--- config.mk ---
export PLATFORM = sky130hd
export DESIGN_NAME = nes_vga_scaler
export DESIGN_NICKNAME = d
export VERILOG_FILES = /design/src/rtl/nes_vga_pkg.sv /design/src/rtl/nes_vga_line_buffer.sv /design/src/rtl/nes_vga_scaler.sv
export SDC_FILE = /design/constraint.sdc
export NUM_CORES = 2
export LEC_CHECK = 0
export ABC_CLOCK_PERIOD_IN_PS = 4840
export CAP_MARGIN = 30
export CORE_UTILIZATION = 51
export CTS_CLUSTER_SIZE = 16
export DETAILED_ROUTE_END_ITERATION = 8
export DONT_BUFFER_PORTS = 1
export GPL_ROUTABILITY_DRIVEN = 0
export MAX_ROUTING_LAYER = met4
export PLACE_DENSITY = 0.66
export SETUP_SLACK_MARGIN = 0.3
export SYNTH_ARGS = -nofsm -noshare
export SYNTH_HDL_FRONTEND = slang
export SYNTH_SLANG_ARGS = --single-unit
export TNS_END_PERCENT = 100
--- constraint.sdc ---
create_clock -name PCK -period 4.84 [get_ports PCK]
set_clock_uncertainty 0.05 [all_clocks]
set_input_delay 0.484 -clock PCK [delete_from_list [all_inputs] [get_ports PCK]]
set_output_delay 0.484 -clock PCK [all_outputs]
set_load 0.1 [all_outputs]
--- src/rtl/nes_vga_pkg.sv ---
// nes_vga_pkg: default 640x480@60 timing, NES palette ROM (index -> 12-bit RGB)
// and the line-buffer fill FSM state type.
package nes_vga_pkg;
    localparam int DEF_H_ACTIVE = 640;
    localparam int DEF_H_FP     = 16;
    localparam int DEF_H_SYNC   = 96;
    localparam int DEF_H_BP     = 48;
    localparam int DEF_V_ACTIVE = 480;
    localparam int DEF_V_FP     = 10;
    localparam int DEF_V_SYNC   = 2;
    localparam int DEF_V_BP     = 33;
    localparam int DEF_SRC_W    = 256;
    localparam int DEF_SRC_H    = 240;

    typedef enum logic [1:0] {IDLE, FETCH, DRAIN} fill_t;

    localparam logic [11:0] PALETTE [64] = '{
        12'h777, 12'h00F, 12'h00B, 12'h42B, 12'h908, 12'hA02, 12'hA10, 12'h810,
        12'h530, 12'h070, 12'h060, 12'h050, 12'h045, 12'h000, 12'h000, 12'h000,
        12'hBBB, 12'h07F, 12'h05F, 12'h64F, 12'hD0C, 12'hE05, 12'hF30, 12'hE51,
        12'hA70, 12'h0B0, 12'h0A0, 12'h0A4, 12'h088, 12'h000, 12'h000, 12'h000,
        12'hFFF, 12'h3BF, 12'h68F, 12'h97F, 12'hF7F, 12'hF59, 12'hF75, 12'hFA4,
        12'hFB0, 12'hBF1, 12'h5D5, 12'h5F9, 12'h0ED, 12'h777, 12'h000, 12'h000,
        12'hFFF, 12'hAEF, 12'hBBF, 12'hDBF, 12'hFBF, 12'hFAC, 12'hFDB, 12'hFEA,
        12'hFD7, 12'hDF7, 12'hBFB, 12'hBFD, 12'h0FF, 12'hFDF, 12'h000, 12'h000
    };

    function automatic logic [11:0] pal(input logic [5:0] idx);
        return PALETTE[idx];
    endfunction
endpackage

--- src/rtl/nes_vga_line_buffer.sv ---
// nes_vga_line_buffer: two-bank line RAM, one write port, registered read port.
module nes_vga_line_buffer #(
    parameter int DEPTH = 256,
    localparam int AW = $clog2(DEPTH)
) (
    input  logic          clk,
    input  logic          wr_en,
    input  logic          wr_bank,
    input  logic [AW-1:0] wr_addr,
    input  logic [5:0]    wr_data,
    input  logic          rd_bank,
    input  logic [AW-1:0] rd_addr,
    output logic [5:0]    rd_data
);
    logic [5:0] mem [2][DEPTH];

    always_ff @(posedge clk) begin
        if (wr_en) mem[wr_bank][wr_addr] <= wr_data;
        rd_data <= mem[rd_bank][rd_addr];
    end
endmodule

--- src/rtl/nes_vga_scaler.sv ---
// nes_vga_scaler: VGA timing, row prefetch into ping-pong buffer, integer upscale and palette.
// Optional NES_VGA_SCANLINE_EN halves RGB on the last sub-line of each scaled source row.
module nes_vga_scaler
    import nes_vga_pkg::*;
#(
    parameter int H_ACTIVE = DEF_H_ACTIVE,
    parameter int H_FP     = DEF_H_FP,
    parameter int H_SYNC   = DEF_H_SYNC,
    parameter int H_BP     = DEF_H_BP,
    parameter int V_ACTIVE = DEF_V_ACTIVE,
    parameter int V_FP     = DEF_V_FP,
    parameter int V_SYNC   = DEF_V_SYNC,
    parameter int V_BP     = DEF_V_BP,
    parameter int SRC_W    = DEF_SRC_W,
    parameter int SRC_H    = DEF_SRC_H,
    parameter int SCALE    = 2,
    parameter int H_OFFSET = 64,
    parameter logic [5:0] BORDER_COLOR = 6'h0F
) (
    input  logic        PCK,
    input  logic        RST,
    output logic [15:0] vram_addr,
    output logic        vram_rd,
    input  logic [5:0]  vram_data,
    output logic [3:0]  vga_r,
    output logic [3:0]  vga_g,
    output logic [3:0]  vga_b,
    output logic        vga_hs,
    output logic        vga_vs,
    output logic        frame_start
);
    localparam int H_TOTAL = H_ACTIVE + H_FP + H_SYNC + H_BP;
    localparam int V_TOTAL = V_ACTIVE + V_FP + V_SYNC + V_BP;
    localparam int HW = $clog2(H_TOTAL);
    localparam int VW = $clog2(V_TOTAL);
    localparam int CW = $clog2(SRC_W);
    localparam int SW = SCALE > 1 ? $clog2(SCALE) : 1;

    logic [HW-1:0] hcnt;
    logic [VW-1:0] vcnt, row, frow;
    logic [CW-1:0] col, fcol, wr_col;
    logic [SW-1:0] sx, sy;
    logic [1:0] valid;
    logic [5:0] rd_data, idx;
    logic [11:0] rgb;
    logic h_end, v_end, in_hwin, in_vwin, trigger, nbank, fbank, wr_en, wr_bank;
    logic s1_act, s1_win, s1_valid, s1_hs, s1_vs, s1_fs;
    fill_t state, state_nx;

    assign h_end   = hcnt == HW'(H_TOTAL - 1);
    assign v_end   = vcnt == VW'(V_TOTAL - 1);
    assign in_hwin = hcnt >= HW'(H_OFFSET) && hcnt < HW'(H_OFFSET + SRC_W * SCALE);
    assign in_vwin = vcnt < VW'(SRC_H * SCALE);
    assign trigger = hcnt == '0 && (v_end || (in_vwin && sy == '0 && int'(row) + 1 < SRC_H));
    assign nbank   = v_end ? 1'b0 : ~row[0];

    // col/sx and row/sy always describe the current hcnt/vcnt, so no divider is needed
    always_ff @(posedge PCK or posedge RST) begin
        if (RST) begin
            hcnt <= '0;
            vcnt <= '0;
            col  <= '0;
            sx   <= '0;
            row  <= '0;
            sy   <= '0;
        end else begin
            hcnt <= h_end ? '0 : hcnt + 1'b1;
            sx   <= (!in_hwin || sx == SW'(SCALE - 1)) ? '0 : sx + 1'b1;
            col  <= !in_hwin ? '0 : (sx == SW'(SCALE - 1) ? col + 1'b1 : col);
            if (h_end) begin
                vcnt <= v_end ? '0 : vcnt + 1'b1;
                sy   <= (v_end || sy == SW'(SCALE - 1)) ? '0 : sy + 1'b1;
                row  <= v_end ? '0 : (sy == SW'(SCALE - 1) ? row + 1'b1 : row);
            end
        end
    end

    always_ff @(posedge PCK or posedge RST) begin
        if (RST) state <= IDLE;
        else state <= state_nx;
    end

    always_comb begin
        state_nx = (state == IDLE && trigger) ? FETCH :
                   (state == FETCH && fcol == CW'(SRC_W - 1)) ? DRAIN :
                   (state == DRAIN) ? IDLE : state;
    end

    always_comb begin
        vram_rd   = state == FETCH;
        vram_addr = 16'(int'(frow) * SRC_W + int'(fcol));
    end

    always_ff @(posedge PCK or posedge RST) begin
        if (RST) begin
            fcol    <= '0;
            frow    <= '0;
            fbank   <= 1'b0;
            valid   <= '0;
            wr_en   <= 1'b0;
            wr_col  <= '0;
            wr_bank <= 1'b0;
        end else begin
            wr_en   <= vram_rd;
            wr_col  <= fcol;
            wr_bank <= fbank;
            if (state == IDLE && trigger) begin
                fcol         <= '0;
                frow         <= v_end ? '0 : row + 1'b1;
                fbank        <= nbank;
                valid[nbank] <= 1'b0;
            end else if (state == FETCH) begin
                fcol <= fcol == CW'(SRC_W - 1) ? '0 : fcol + 1'b1;
            end
            if (state == DRAIN) valid[fbank] <= 1'b1;
        end
    end

    nes_vga_line_buffer #(.DEPTH(SRC_W)) u_buf (
        .clk     (PCK),
        .wr_en   (wr_en),
        .wr_bank (wr_bank),
        .wr_addr (wr_col),
        .wr_data (vram_data),
        .rd_bank (row[0]),
        .rd_addr (col),
        .rd_data (rd_data)
    );

`ifdef NES_VGA_SCANLINE_EN
    logic s1_scan;
    always_ff @(posedge PCK or posedge RST) begin
        if (RST) s1_scan <= 1'b0;
        else s1_scan <= SCALE > 1 && sy == SW'(SCALE - 1);
    end
`endif

    // stage 1 travels alongside the synchronous buffer read
    always_ff @(posedge PCK or posedge RST) begin
        if (RST) begin
            s1_act   <= 1'b0;
            s1_win   <= 1'b0;
            s1_valid <= 1'b0;
            s1_hs    <= 1'b1;
            s1_vs    <= 1'b1;
            s1_fs    <= 1'b0;
        end else begin
            s1_act   <= hcnt < HW'(H_ACTIVE) && vcnt < VW'(V_ACTIVE);
            s1_win   <= in_hwin && in_vwin;
            s1_valid <= valid[row[0]];
            s1_hs    <= !(hcnt >= HW'(H_ACTIVE + H_FP) && hcnt < HW'(H_ACTIVE + H_FP + H_SYNC));
            s1_vs    <= !(vcnt >= VW'(V_ACTIVE + V_FP) && vcnt < VW'(V_ACTIVE + V_FP + V_SYNC));
            s1_fs    <= hcnt == '0 && vcnt == '0;
        end
    end

    always_comb begin
        idx = !s1_win ? BORDER_COLOR : (s1_valid ? rd_data : 6'h0F);
        rgb = s1_act ? pal(idx) : 12'h000;
`ifdef NES_VGA_SCANLINE_EN
        rgb = (s1_act && s1_win && s1_scan) ? {1'b0, rgb[11:9], 1'b0, rgb[7:5], 1'b0, rgb[3:1]} : rgb;
`endif
    end

    always_ff @(posedge PCK or posedge RST) begin
        if (RST) begin
            {vga_r, vga_g, vga_b} <= 12'h000;
            vga_hs      <= 1'b1;
            vga_vs      <= 1'b1;
            frame_start <= 1'b0;
        end else begin
            {vga_r, vga_g, vga_b} <= rgb;
            vga_hs      <= s1_hs;
            vga_vs      <= s1_vs;
            frame_start <= s1_fs;
        end
    end
endmodule

==> After elaboration in Yosys (flattened, before gate mapping) <==
Memory sizes are Yosys's and may differ from the RTL's.
Cells that the tools add are included.
W data, S select, Z words.
{ "op_classes": {"div_mod_pow": 0, "magnitude_cmp": 18, "n_mul": 0, "n_bitwise": 8, "eq_ne": 6, "addsub": 9, "muxes": 36, "n_shift": 0, "n_reduce_logical": 27} }
{ "op_table": {"columns": ["op", "count"], "rows": [
  ["$mux W1536", 1],
  ["$bmux W6 S8", 1],
  ["$demux W6 S8", 1],
  ["$mux W8", 6],
  ["$mux W10", 4],
  ["$mux W12", 3],
  ["$add A10 B1 Y10 const B", 3],
  ["$lt A10 B10 Y1 const B", 3],
  ["$mux W6", 5],
  ["$eq A10 B10 Y1 const B", 2],
  ["$logic_not A10 Y1", 2],
  ["$lt A10 B9 Y1 const B", 2],
  ["$ge A9 B9 Y1 const B", 2],
  ["$not A8 Y9", 2],
  ["$add A16 B8 Y16", 1],
  ["$add A8 B1 Y8 const B", 2],
  ["$logic_and A1 B1 Y1", 14],
  ["$add A10 B1 Y11 const B", 1],
  ["$lt A11 B8 Y1 const B", 1],
  ["$ge A10 B10 Y1 const B", 1],
  ["$ge A10 B7 Y1 const B", 1],
  ["$ge A10 B9 Y1 const B", 1],
  ["$mux W2", 5],
  ["$lt A9 B1 Y1 const B", 1],
  ["other kinds (21)", 39]
]} }
{ "totals": {"ram_bits": 3072, "mem_count": 2, "regBits": 98, "elab_cells": 133, "latchBits": 0, "out_inout_bits": 32, "romBits": 768} }
{ "mem_list": {"columns": ["memory", "depth", "word_bits", "rd", "rd_clocked_by_memory_dff", "write_ports", "line_no", "text"], "rows": [
  ["u_buf.mem", 2, 1536, 1, 0, 1, "nes_vga_line_buffer.sv:15", "logic [5:0] mem [2][DEPTH];"],
  ["(name not given)", 64, 12, 1, 0, 0, "nes_vga_pkg.sv:29", "return PALETTE[idx];"]
]} }

==> Logic depth before layout (Yosys ltp) <==
{ "depth": {"depth_word": 11, "ltp_mapped": 15, "depth_no_buf": 11} }

==> Cells and area by module <==
From an unflattened synthesis, not the netlist that was laid out.
{ "hier_totals": {"cells_unflattened": 7039, "hier_area_um2": 127313.4} }
{ "modules_own_cells": {"columns": ["module", "area_per_inst_um2", "n_inst", "cells_per_inst", "seq_area_each_um2"], "rows": [
  ["nes_vga_line_buffer", 122122.1, 1, 6479, 92368.6],
  ["nes_vga_scaler", 5191.2, 1, 560, 2282.2]
]} }

==> Least setup slack after synthesis <==
Ideal clock, no wire load.
{ "synth_path": {"path_kind": "register to register", "from": "reg row[0]", "to": "reg u_buf.rd_data[5]", "setup_time_ps": 122, "stages_incl_launch_ff": 10, "t_arrival_ps": 2692, "setup_slack_ps": 1976, "required_ps": 4668, "cell_sequence": "dfrtp_1 > buf_6 > buf_4 > buf_2 > buf_4 > mux4_2 > mux4_2 > a22oi_1 > a21oi_1 > o32a_1"} }
{ "synth_via": {"elab_chain_cells": 4} }
{ "synth_rtl": {"columns": ["element", "line_no", "text"], "rows": [
  ["from (decl)", "nes_vga_scaler.sv:40", "logic [VW-1:0] vcnt, row, frow;"],
  ["from (signal assigned)", "nes_vga_scaler.sv:73", "row <= v_end ? '0 : (sy == SW'(SCALE - 1) ? row + 1'b1 : row);"],
  ["$mem_v2 Z2 W1536", null, null],
  ["$bmux W6 S8", "nes_vga_line_buffer.sv:19", "rd_data <= mem[rd_bank][rd_addr];"],
  ["$mux W6 (implied by the code) (2 in series)", "nes_vga_line_buffer.sv:19", null],
  ["to (signal assigned)", "nes_vga_line_buffer.sv:19", null],
  ["to (decl)", "nes_vga_line_buffer.sv:13", "output logic [5:0] rd_data"]
]} }
Every way passes these cells. The select of a mux whose other input is x is not followed.
A chain may end at the register's enable or synchronous reset.

==> Worst setup path in the final report <==
{ "layout_path": {"from": "reg row[0]", "to": "reg u_buf.rd_data[0]"} }
Same word-level chain as after synthesis.

==> results by group <==
Setup path
  – CP Class: reg -> reg
  – Required @ worst endpoint: 5610 ps
  – R2R depth: 8
  – R2r startpoint: row[0]
  – Crit path max fanout: 23
  – Worst Setup Start Kind: flip-flop
  – Critical Path Sink Type: flip-flop
  – R2R Setup Slk: 380 ps
  – Arrival @ worst endpoint: 5230 ps
  – R2R Path End: u_buf.rd_data[0]

Detailed routing
  – Avg WL per Cell: 34.0 um
  – Final WL: 340 mm
  – DRC violations left: 0
  – Post-route ant nets: 0
  – Initial DRC count: 9,622
  – Drt pass-1 iters: 9
  – Number of vias per cell: 6.53
  – Via count: 65.3k

Worst hold path
  – Hold Path Origin: vram_data[0]
  – Hold crit path type: in -> reg
  – Hold endpoint: u_buf.mem[0][606]
  – Hold path depth: 1

Finish
  – Register area: 0.0947 sq mm
  – Final instance area: 0.141 sq mm
  – Post-synthesis to final-layout area growth: 12.9%
  – Nets: 6,569
  – # fillers: 17.5k
  – Final Util: 0.580
  – Area of the multi-input gates: 0.0285 sq mm
  – Layout cells sized above 1: 0.244
  – Most common cell after layout, fill and taps aside: edfxtp_1
  – Commonest non-fill, non-tap cells in the layout: edfxtp_1, mux4_2, nor2_1

Global routing
  – GR Util met3: 0.0719
  – Largest net degree at the start of global routing: 513
  – Initial antenna violation count: 15
  – Vias in the first global route: 64.0k
  – First-pass GRT wire length: 477 mm
  – Met2 GRT Util: 0.412
  – GRT Resource Usage Total: 0.279
  – Total grt overflow: 0
  – Top Usage Layer GRT: met2
  – Met1 Track Usage GR: 0.380

STA
  – Final Max Tran Viols: 123
  – Final setup violating endpoints: 0
  – Fmax: 224 MHz
  – Final hold vios: 0
  – Actual slew at the worst max-slew pin: 1610 ps
  – RSZ-0062 raised after global routing: false
  – Tmin final: 4460 ps
  – Worst slew margin: -0.0746
  – TNS Setup: 0 ps
  – Final Cycle Share: 0.921
  – Final setup margin: 382 ps

Outcome
  – Status: finished, violations left
  – Failing checks: max-slew violations

Floorplanning
  – FP Rows: 181
  – Die Ht: 497 um
  – Core ar.: 0.244 sq mm
  – Starting Density: 0.514
  – Die Wd: 497 um
  – Io pins: 40
  – Die ar.: 0.247 sq mm

CTS
  – Worst-path clk slew: 60 ps
  – Post-CTS sizing: 0
  – CTS sink cnt: 3,169
  – TritonCTS clock tree: built
  – Max H-tree Level: 5
  – Clock Path Buffers: 4
  – Root Driver: clkbuf_16
  – Clock Latency Late Sink: 950 ps
  – Cts bufs inserted: 327

Synthesis
  – Cell Area, Synth: 0.125 sq mm
  – Syn Inst Count: 6,220
  – #FFs+latches synth: 3,169
  – Ys flop type: edfxtp_1
  – Post-Syn Nets: 6,245
  – Number of synthesized flops with an enable pin: 3,072
  – Post-synthesis cell type count: 78
  – Post-synthesis sequential area ratio: 0.756
  – Syn avg cell area: 20.1 sq um
  – Synthesis Warnings: 0
  – Asr flop ratio synth: 0.0287

Power
  – Total chip power: 0.0550 W
  – Leakage: 43.2 nW
  – Pwr/cell area: 389 mW/mm^2
  – Maximum VDD drop: 0.431 mV

Run
  – Maximum Capacitance Violations: 0

Place
  – Placed inst area: 0.130 sq mm
  – Place WS: 300 ps
  – PortBufs: 0
  – DP HPWL: 199 mm
-- sequential cells by signal, summed over array words and instances (netlist names), 2 cells and up --
name	flops
u_buf.rd_data	6
wr_col	8
vga_g	4
frow	8
vcnt	10
vga_r	4
u_buf.mem	3072
hcnt	10
fcol	8
valid	2
col	8
row	10
vga_b	4
state	2
-- worst max-delay path, cell delays in order (launching register included) --
cell     delay [ps]
dfrtp_4         890
buf_12          300
buf_4           270
mux4_2          520
mux4_2          520
a22o_1          270
nor3_1          690
o21ai_0         310
o32a_1          430
-- per-layer routing --
layer,part of all wire,up-vias
met1,0.39,34700
met2,0.47,3815
li1,-,26200
met3,0.11,639
met5,0,-
met4,0.038,0
-- logic make-up after synthesis --
family / Yosys count / share of synthesized area
flip-flops: 3169 / 0.756
XOR/XNOR: 23 / 0.00161
buffers and inverters: 406 / 0.0168
adder cells (fa/ha/maj): 18 / 0.00178
AND/OR/NAND/NOR: 1058 / 0.0360
AO/OA/AOI/OAI: 502 / 0.0266
multiplexers: 1044 / 0.161
-- repair_timing --
action | CTS | global route
hold buffers | 10 | 17
buffers inserted | 1 | 0
setup endpoints to repair | 1 | 0
endpoints found under the hold margin | 2127 | 677
-- Yosys cell counts (49+ instances only) --
library cell     n  area [sq um]
a211oi_1        49           368
a21oi_1        103           515
buf_2           73           365
buf_4           49           368
clkbuf_1       193           724
dfrtp_1         87          2180
edfxtp_1      3072         92200
mux2i_1        235          2350
mux4_2         775         17500
nand2_1        174           653
nand3_1         64           320
nor2_1         632          2370
o21ai_0        109           546
-- per-stage QoR --
stage / instances / hold slack, ps
3_3_place_gp: 9373 / 286
3_5_place_dp: 9383 / 292
5_1_grt: 10000 / 36.4
2_1_floorplan: 6220 / 281
4_1_cts: 9963 / -314
6_report: 10000 / 17.5
-- area by class of cell --
| cell class | count | area share |
|---|---|---|
| Sequential cell | 3169 | 0.670 |
| Multi-Input combinational cell | 2645 | 0.202 |
| Clock buffer | 399 | 0.0608 |
| Tap cell | 3202 | 0.0283 |
| Timing Repair Buffer | 372 | 0.0265 |
| Clock inverter | 170 | 0.0115 |
| Inverter | 29 | 0.000876 |
| Antenna cell | 25 | 0.000443 |
-- worst max path at each step --
| stage | cells after the start | slack (ps) | startpoint | end |
|---|---|---|---|---|
| after floorplan | 1 | 1950 | RST | col[0] |
| after global placement | 8 | 280 | row[0] | u_buf.rd_data[0] |
| after detailed placement | 8 | 300 | row[0] | u_buf.rd_data[0] |
| after CTS | 8 | 410 | row[0] | u_buf.rd_data[0] |
| after global routing | 8 | 350 | row[0] | u_buf.rd_data[0] |
| final | 8 | 380 | row[0] | u_buf.rd_data[0] |
-- where the power goes --
group          switching (W)  total (W)  internal, W
registers        0.000000610     0.0301       0.0301
clock network         0.0103     0.0245       0.0141
logic               0.000426   0.000475    0.0000490
Note: power is estimated with default switching activity, not from simulation.
